## config.mk

```make
export PLATFORM = sky130hd
export DESIGN_NAME = i2c_bus_filter
export DESIGN_NICKNAME = d
export VERILOG_FILES = /design/src/rtl/i2c_pkg.sv /design/src/rtl/i2c_glitch_filter.sv /design/src/rtl/i2c_bus_filter.sv
export SDC_FILE = /design/constraint.sdc
export NUM_CORES = 1
export LEC_CHECK = 0
export BUFFER_PORTS_ARGS = -buffer_cell sky130_fd_sc_hd__buf_2
export CORE_ASPECT_RATIO = 0.6
export CORE_MARGIN = 5
export CORE_UTILIZATION = 40
export CTS_CLUSTER_SIZE = 30
export DETAILED_ROUTE_END_ITERATION = 8
export PLACE_DENSITY = 0.56
export SKIP_CTS_REPAIR_TIMING = 1
export SLEW_MARGIN = 20
export SYNTH_ARGS = -nofsm -noshare
export SYNTH_HDL_FRONTEND = slang
export SYNTH_HIERARCHICAL = 1
export SYNTH_SLANG_ARGS = --single-unit
```

## constraint.sdc

```tcl
create_clock -name i_clk -period 2.9 [get_ports i_clk]
set_input_delay 0.145 -clock i_clk [delete_from_list [all_inputs] [get_ports i_clk]]
set_output_delay 0.145 -clock i_clk [all_outputs]
set_load 0.005 [all_outputs]
```

## src/rtl/i2c_pkg.sv

```systemverilog
// Shared constants for the I2C bus front-end: default synchronizer depth
// and counter widths used by the bus filter and its per-line filters.
package i2c_pkg;

  localparam int unsigned SYNC_STAGES_DEF = 32'd2;
  localparam int unsigned FILT_W_DEF      = 32'd4;
  localparam int unsigned IDLE_W_DEF      = 32'd8;

endpackage : i2c_pkg

```

## src/rtl/i2c_glitch_filter.sv

```systemverilog
// Per-line front end: synchronizer chain, stability counter and filtered
// level register. reject_o flags (combinationally) a pending change that
// was abandoned because the synced sample returned to the filtered level.
module i2c_glitch_filter
  import i2c_pkg::*;
#(
  parameter int unsigned SYNC_STAGES = SYNC_STAGES_DEF,
  parameter int unsigned FILT_W      = FILT_W_DEF
) (
  input  logic              clk_i,
  input  logic              rst_ni,
  input  logic              en_i,
  input  logic [FILT_W-1:0] filt_len_i,
  input  logic              line_i,
  output logic              line_o,
  output logic              reject_o
);

  logic [SYNC_STAGES-1:0] sync_q;
  logic                   sync_s;
  logic [FILT_W-1:0]      cnt_q, cnt_d;
  logic                   filt_q, filt_d;
  logic                   reject_s;

  assign sync_s = sync_q[SYNC_STAGES-1];

  // Synchronizer chain; keeps sampling the pin even while filtering is disabled.
  always_ff @(posedge clk_i or negedge rst_ni) begin
    if (!rst_ni) begin
      sync_q <= {SYNC_STAGES{1'b1}};
    end else begin
      sync_q <= {sync_q[SYNC_STAGES-2:0], line_i};
    end
  end

  // Filter decision: count consecutive differing samples, accept once the
  // count has reached the (live) threshold, flag a reject when a pending
  // change collapses back to the filtered level.
  always_comb begin
    cnt_d    = cnt_q;
    filt_d   = filt_q;
    reject_s = 1'b0;
    if (!en_i) begin
      cnt_d  = {FILT_W{1'b0}};
      filt_d = 1'b1;
    end else if (sync_s == filt_q) begin
      cnt_d    = {FILT_W{1'b0}};
      reject_s = (cnt_q != {FILT_W{1'b0}});
    end else if (cnt_q >= filt_len_i) begin
      cnt_d  = {FILT_W{1'b0}};
      filt_d = sync_s;
    end else begin
      cnt_d = cnt_q + FILT_W'(1);
    end
  end

  // Filter state registers; reset drops any pending change.
  always_ff @(posedge clk_i or negedge rst_ni) begin
    if (!rst_ni) begin
      cnt_q  <= {FILT_W{1'b0}};
      filt_q <= 1'b1;
    end else begin
      cnt_q  <= cnt_d;
      filt_q <= filt_d;
    end
  end

  assign line_o   = filt_q;
  assign reject_o = reject_s;

endmodule : i2c_glitch_filter

```

## src/rtl/i2c_bus_filter.sv

```systemverilog
// I2C bus front end: glitch-filtered SCL/SDA, a merged glitch pulse and a
// bus-free indication once both filtered lines have idled high long enough.
module i2c_bus_filter
  import i2c_pkg::*;
#(
  parameter int unsigned SYNC_STAGES = SYNC_STAGES_DEF,
  parameter int unsigned FILT_W      = FILT_W_DEF,
  parameter int unsigned IDLE_W      = IDLE_W_DEF
) (
  input  logic              i_clk,
  input  logic              i_rst_n,
  input  logic              i_en,
  input  logic [FILT_W-1:0] i_filt_len,
  input  logic [IDLE_W-1:0] i_idle_len,
  input  logic              i_scl,
  input  logic              i_sda,
  output logic              o_scl,
  output logic              o_sda,
  output logic              o_glitch,
  output logic              o_bus_free
);

  logic              scl_s, sda_s;
  logic              scl_rej_s, sda_rej_s;
  logic              both_high_s;
  logic [IDLE_W-1:0] idle_q, idle_d;
  logic              bus_free_q, bus_free_d;
  logic              glitch_q, glitch_d;

  i2c_glitch_filter #(
    .SYNC_STAGES(SYNC_STAGES),
    .FILT_W     (FILT_W)
  ) u_scl_filt (
    .clk_i     (i_clk),
    .rst_ni    (i_rst_n),
    .en_i      (i_en),
    .filt_len_i(i_filt_len),
    .line_i    (i_scl),
    .line_o    (scl_s),
    .reject_o  (scl_rej_s)
  );

  i2c_glitch_filter #(
    .SYNC_STAGES(SYNC_STAGES),
    .FILT_W     (FILT_W)
  ) u_sda_filt (
    .clk_i     (i_clk),
    .rst_ni    (i_rst_n),
    .en_i      (i_en),
    .filt_len_i(i_filt_len),
    .line_i    (i_sda),
    .line_o    (sda_s),
    .reject_o  (sda_rej_s)
  );

  assign both_high_s = scl_s & sda_s;

  // Idle counting, bus-free decision and merged reject pulse.
  always_comb begin
    idle_d     = idle_q;
    bus_free_d = 1'b0;
    glitch_d   = 1'b0;
    if (!i_en) begin
      idle_d = {IDLE_W{1'b0}};
    end else begin
      if (both_high_s) begin
        if (idle_q == {IDLE_W{1'b1}}) begin
          idle_d = idle_q;
        end else begin
          idle_d = idle_q + IDLE_W'(1);
        end
      end else begin
        idle_d = {IDLE_W{1'b0}};
      end
      bus_free_d = both_high_s && (idle_q >= i_idle_len);
      glitch_d   = scl_rej_s | sda_rej_s;
    end
  end

  // Top-level status registers.
  always_ff @(posedge i_clk or negedge i_rst_n) begin
    if (!i_rst_n) begin
      idle_q     <= {IDLE_W{1'b0}};
      bus_free_q <= 1'b0;
      glitch_q   <= 1'b0;
    end else begin
      idle_q     <= idle_d;
      bus_free_q <= bus_free_d;
      glitch_q   <= glitch_d;
    end
  end

  assign o_scl      = scl_s;
  assign o_sda      = sda_s;
  assign o_glitch   = glitch_q;
  assign o_bus_free = bus_free_q;

endmodule : i2c_bus_filter

```

# --- Word-level counts from Yosys, hierarchy flattened ---
# Cells that the tools add are included.
op_classes:
  add_sub_neg: 3
  multipliers: 0
  n_div: 0
  order_cmp: 3
  n_eq_ne: 8
  n_shift: 0
  n_mux: 21
  bitwise: 2
  n_reduce_logical: 5
ops:
  columns: ["cell", "n"]
  rows:
  - ["$mux 4", 6]
  - ["$mux 8", 3]
  - ["$mux 1", 12]
  - ["$add 4x1->4 const B", 2]
  - ["$add 8x1->8 const B", 1]
  - ["$eq 8x8->1 const B", 1]
  - ["$ge 4x4->1", 2]
  - ["$ge 8x8->1", 1]
  - ["$reduce_bool 4->1", 2]
  - ["$ne 2x1->1 const B", 2]
  - ["$ne 2x2->1 const B", 2]
  - ["$reduce_and 2->1", 2]
  - ["$ne 3x3->1 const B", 1]
  - ["$eq 1x1->1", 2]
  - ["$and 1x1->1", 1]
  - ["$logic_and 1x1->1", 1]
  - ["$or 1x1->1", 1]
word_totals:
  register_bits: 24
  latch_bits: 0
  mem_bits_rw: 0
  rom_bits: 0
  in_bits: 17
  mem_count: 0

# --- Logic depth before layout (Yosys ltp) ---
depth:
  word_depth: 5
  ltp_mapped: 6
  ltp_nobuf: 6

# --- By module ---
# Netlist, hierarchy kept.
modules_own_cells:
  columns: ["mod", "instances", "cells_each", "area_each_um2", "seq_area_each_um2"]
  rows:
  - ["i2c_glitch_filter", 2, 38, 416.6, 178.9]
  - ["i2c_bus_filter", 1, 71, 654.4, 250.2]

# --- Worst setup path after synthesis ---
# No wires, ideal clock.
synth_timing:
  path_kind: "register to register"
  startpoint: "register idle_q[2]"
  endpoint: "register bus_free_q, in the netlist o_bus_free"
  setup_time_ns: 0.081
  arrival_ns: 1.413
  required_time_ns: 2.819
  setup_slack_ns: 1.406
  path_stages_with_launch: 6
  n_path_buf: 0
  synth_period_minus_slack_ns: 1.494
  path_cell_list: "dfrtp_1 ha_1 o21a_1 nor2_1 or4_1 a21oi_1"
synth_via:
  elab_chain_cells: 3
synth_lines:
  columns: ["item", "line_no", "rtl"]
  rows:
  - ["start: declaration", "i2c_bus_filter.sv:26", "logic [IDLE_W-1:0] idle_q, idle_d;"]
  - ["start signal: assignment", "i2c_bus_filter.sv:83", "idle_q <= {IDLE_W{1'b0}};"]
  - ["start signal: assignment", "i2c_bus_filter.sv:87", "idle_q <= idle_d;"]
  - ["$ge 8x8->1", "i2c_bus_filter.sv:75", "bus_free_d = both_high_s && (idle_q >= i_idle_len);"]
  - ["$logic_and 1x1->1", "i2c_bus_filter.sv:75", null]
  - ["$mux 1", "i2c_bus_filter.sv:63", "if (!i_en) begin"]
  - ["named net bus_free_d", "i2c_bus_filter.sv:27", "logic bus_free_q, bus_free_d;"]
  - ["end signal: assignment", "i2c_bus_filter.sv:88", "bus_free_q <= bus_free_d;"]
  - ["end: declaration", "i2c_bus_filter.sv:27", null]
# The timed path passes the listed nets, and every way through them passes these cells.
# A chain may end at the register's enable or synchronous reset.

# --- Worst setup path in the final report ---
layout_timing:
  startpoint: "register idle_q[1]"
  endpoint: "register idle_q[3]"
layout_via:
  elab_chain_cells: 4
  elab_cells_between_ends: 6
layout_lines:
  columns: ["item", "line_no", "rtl"]
  rows:
  - ["$add 8x1->8", "i2c_bus_filter.sv:70", "idle_d = idle_q + IDLE_W'(1);"]
  - ["$mux 8", "i2c_bus_filter.sv:67", "if (idle_q == {IDLE_W{1'b1}}) begin"]
  - ["$mux 8", "i2c_bus_filter.sv:66", "if (both_high_s) begin"]
  - ["$mux 8", "i2c_bus_filter.sv:63", null]
# Parallel ways exist; a longest one is shown, timed or not. The select of a mux whose other input is x is not followed.

==> results.md <==
* Fin nets at between 200 and 250
* Area Growth Syn to Fin at 16.4%
* Final Setup Violations at 0
* Share of cells above drive strength 1 at between 20 and 25%
* Gpl congestion at roughly 0.86
* Clock root buffer: clkbuf_8
* GR Util met2 at between 10% and 20%
* Die ar. at a little over 5000 µm²
* GR Util met3 at ~4.2%
* Die height at about 57 µm
* Register-to-Register Setup Slack at approximately 1.3 ns
* Maximum vdd drop at roughly 0.20 mV
* Fin crit share at roughly 56%
* 1st-iter DRT viols at 40
* Largest family of logic cells by synthesized area: adder cells
* Setup slack at placement at 1.30 ns
* Status: completed
* Mean Syn Cell Area at 10.1 µm²
* Largest net degree at the start of global routing at 25
* First-pass GRT wire length at around 4.8 mm
* GRT Total Usage at between 10 and 15%
* N_diodes at 0
* Leakage at between 0.8 and 0.9 nW
* DR pass1 iterations at 4
* Final setup margin at 1.28 ns
* Adder-cell share of the synthesized area at 17.7%
* # DRC at 0
* Post-synthesis simple-gate area fraction at approximately 16%
* Mux cell area share after synthesis at 2.69%
* P per Cell Area at a little over 400 nW/µm²
* Slew margin rel. at between 60% and 70%
* Post-synthesis compound-gate area fraction at between 10% and 20%
* Period minus WS final at roughly 1.6 ns
* Synth unique cells at 29
* Largest delay share family, worst path: flip-flops
* Synth Cell Area at around 1500 µm²
* Final Hold Fails at 0
* Placement Rows at 17
* Design Power at between 0.6 and 0.7 mW
* RSZ-0062 raised after global routing: no
* # clock sinks at 24
* Syn nets at ~190
* Io pins at 21
* Commonest non-fill, non-tap cell in the layout: inv_1
* Data required time of the critical path at 3.04 ns
* Yosys warns at 6
* Setup crit end kind: flip-flop
* Final Skew at 0.00201 ns
* Max cap viols at 0
* CTS Buf Count at 3
* Setup crit start kind: flip-flop
* Final HPWL DP at 2.31 mm
* Via-to-Cell Ratio at 4.95
* Filler Cell Count at 342
* WL final at between 2 and 3 mm
* Multi-input logic area at between 700 and 800 µm²
* Xor/xnor share of the synthesized area at 5.30%
* Max Slew Vio Count at 0
* Crit path max fanout at 6
* Latest clock arrival within the worst-skew pair at around 0.26 ns
* Worst slew pin tran at approximately 0.52 ns
* Worst endpoint data arrival time at approximately 1.8 ns
* Die W at 88.7 µm
* Core area at roughly 3600 µm²
* TNS Setup at 0 ns
* Number of global-route vias before repair at roughly 1100
* Buffer depth of the longest clock path at 2
* Slowest stage delay, CP at about 0.45 ns
* CTS tree: yes
* DR WL/cell at around 13 µm
* Critical path type: flip-flop to flip-flop
* Hold/Removal Path Class: input port to flip-flop
* CTS H-tree lvls at 1
* Layer carrying the most global-route usage: met2
* Initial Utilization at approximately two fifths
* Critical-path top delay cell: dfrtp_1
* Cells after Synth at ~150
* Register area at ~610 µm²
* Initial antenna violation count at 0
* Seq cells post-synth at 24
* Buf+Inv Stages, Crit Path at 0
* Global route total overflow at 0
* Post-synthesis sequential area ratio at roughly two fifths
* Port bufs at 20
* Crit-path cells: ha_1 -> nand4_2 -> o2111ai_1 -> xor2_1 -> nor2_1
* Most frequent cells in the layout: inv_1 (22), ha_1 (21), nor2_1 (20), buf_2 (20), dfrtp_1 (18)
* ANT nets after route at 0
* Met1 usage at between 10% and 20%
* FMAX at between 0.6 and 0.7 GHz
* Clk slew on worst S/H paths at approximately 0.080 ns
* Vias at about 1100
==> layout make-up <==
class	count	share of cell area, %
clock buffers	4	3.18
inverters	22	4.77
flip-flops and latches	24	35.1
well taps	47	3.40
repair buffers	23	7.51
multi-input cells	101	46.0
==> state kept, by name, indices dropped and copies added, names as in the netlist, 2 cells and up <==
signal and flops:
u_scl_filt/sync_q 2, u_sda_filt/cnt_q 4, idle_q 8, u_sda_filt/sync_q 2, u_scl_filt/cnt_q 4
==> synth_stat cells <==
library cell | n | share of area, %
o21ai_0 | 3 | 1.0
nor2_1 | 20 | 5.0
inv_1 | 22 | 5.6
o21a_1 | 2 | 1.0
nor3_1 | 1 | 0.34
a21oi_1 | 3 | 1.0
nand3_1 | 6 | 2.0
o211ai_2 | 4 | 3.4
and2b_1 | 2 | 1.0
mux2_4 | 2 | 2.0
or4_1 | 1 | 0.50
nor4bb_1 | 1 | 0.67
a2111oi_0 | 1 | 0.59
nand2_1 | 6 | 1.5
dfstp_2 | 6 | 11
a211oi_1 | 3 | 1.5
nor3b_2 | 2 | 1.7
ha_1 | 21 | 18
nand4_1 | 1 | 0.42
o211ai_1 | 1 | 0.50
o2111ai_1 | 4 | 2.4
nand4_2 | 1 | 0.84
a31oi_1 | 1 | 0.42
and3_1 | 2 | 0.84
mux2i_1 | 1 | 0.67
dfrtp_1 | 18 | 30
nand2b_1 | 3 | 1.3
xor2_1 | 6 | 3.5
xnor2_1 | 3 | 1.8
==> cells by family (layout without fill, tap and decap cells) <==
| family | Yosys count | after routing |
|---|---|---|
| xor+xnor | 9 | 9 |
| fa+ha+maj | 21 | 21 |
| simple gates | 46 | 46 |
| compound gates | 22 | 22 |
| mux | 3 | 3 |
| buf+inv | 22 | 49 |
| flops | 24 | 24 |
==> metrics by stage <==
step                      util (%)  hold WS, ns  cells  cell area (µm²)
after floorplan                  -       -0.151    147             1490
after global placement        45.3        0.148    214             1650
after detailed placement      45.3        0.156    214             1650
after CTS                     46.8       -0.138    218             1700
after global routing          47.6        0.183    221             1730
final                         47.6        0.181    221             1730
==> report_power, final <==
part	leakage, nW	total [mW]	internal [mW]	switching (mW)
logic	0.520	0.109	0.0506	0.0581
registers	0.311	0.370	0.354	0.0159
clock network	0.0288	0.220	0.121	0.0993
total	0.860	0.699	0.525	0.173
==> worst register-to-register path: stages, from the launching register on <==
cell and delay (ns):
dfrtp_1 0.45, ha_1 0.30, nand4_2 0.22, o2111ai_1 0.29, xor2_1 0.19, nor2_1 0.05
==> path summary, 6_finish.rpt <==
check	from	to	cells after the start
setup / recovery	idle_q[1]$_DFFE_PN0P_	idle_q[3]$_DFFE_PN0P_	5
hold / removal	i_en	o_glitch$_DFF_PN0_	2
setup reg to reg	idle_q[1]$_DFFE_PN0P_	idle_q[3]$_DFFE_PN0P_	5
hold reg to reg	u_scl_filt/sync_q[0]$_DFF_PN1_	u_scl_filt/sync_q[1]$_DFF_PN1_	0
max in group asynchronous	i_rst_n	u_scl_filt/sync_q[0]$_DFF_PN1_	2
min in group asynchronous	i_rst_n	o_glitch$_DFF_PN0_	2
==> metal layers <==
layer | part of all wire, % | up-vias
met3 | 4.2 | 0
met5 | 0 | -
met1 | 54 | 521
li1 | - | 562
met4 | 0 | 0
met2 | 42 | 12
Note: power is estimated with default switching activity, not from simulation.
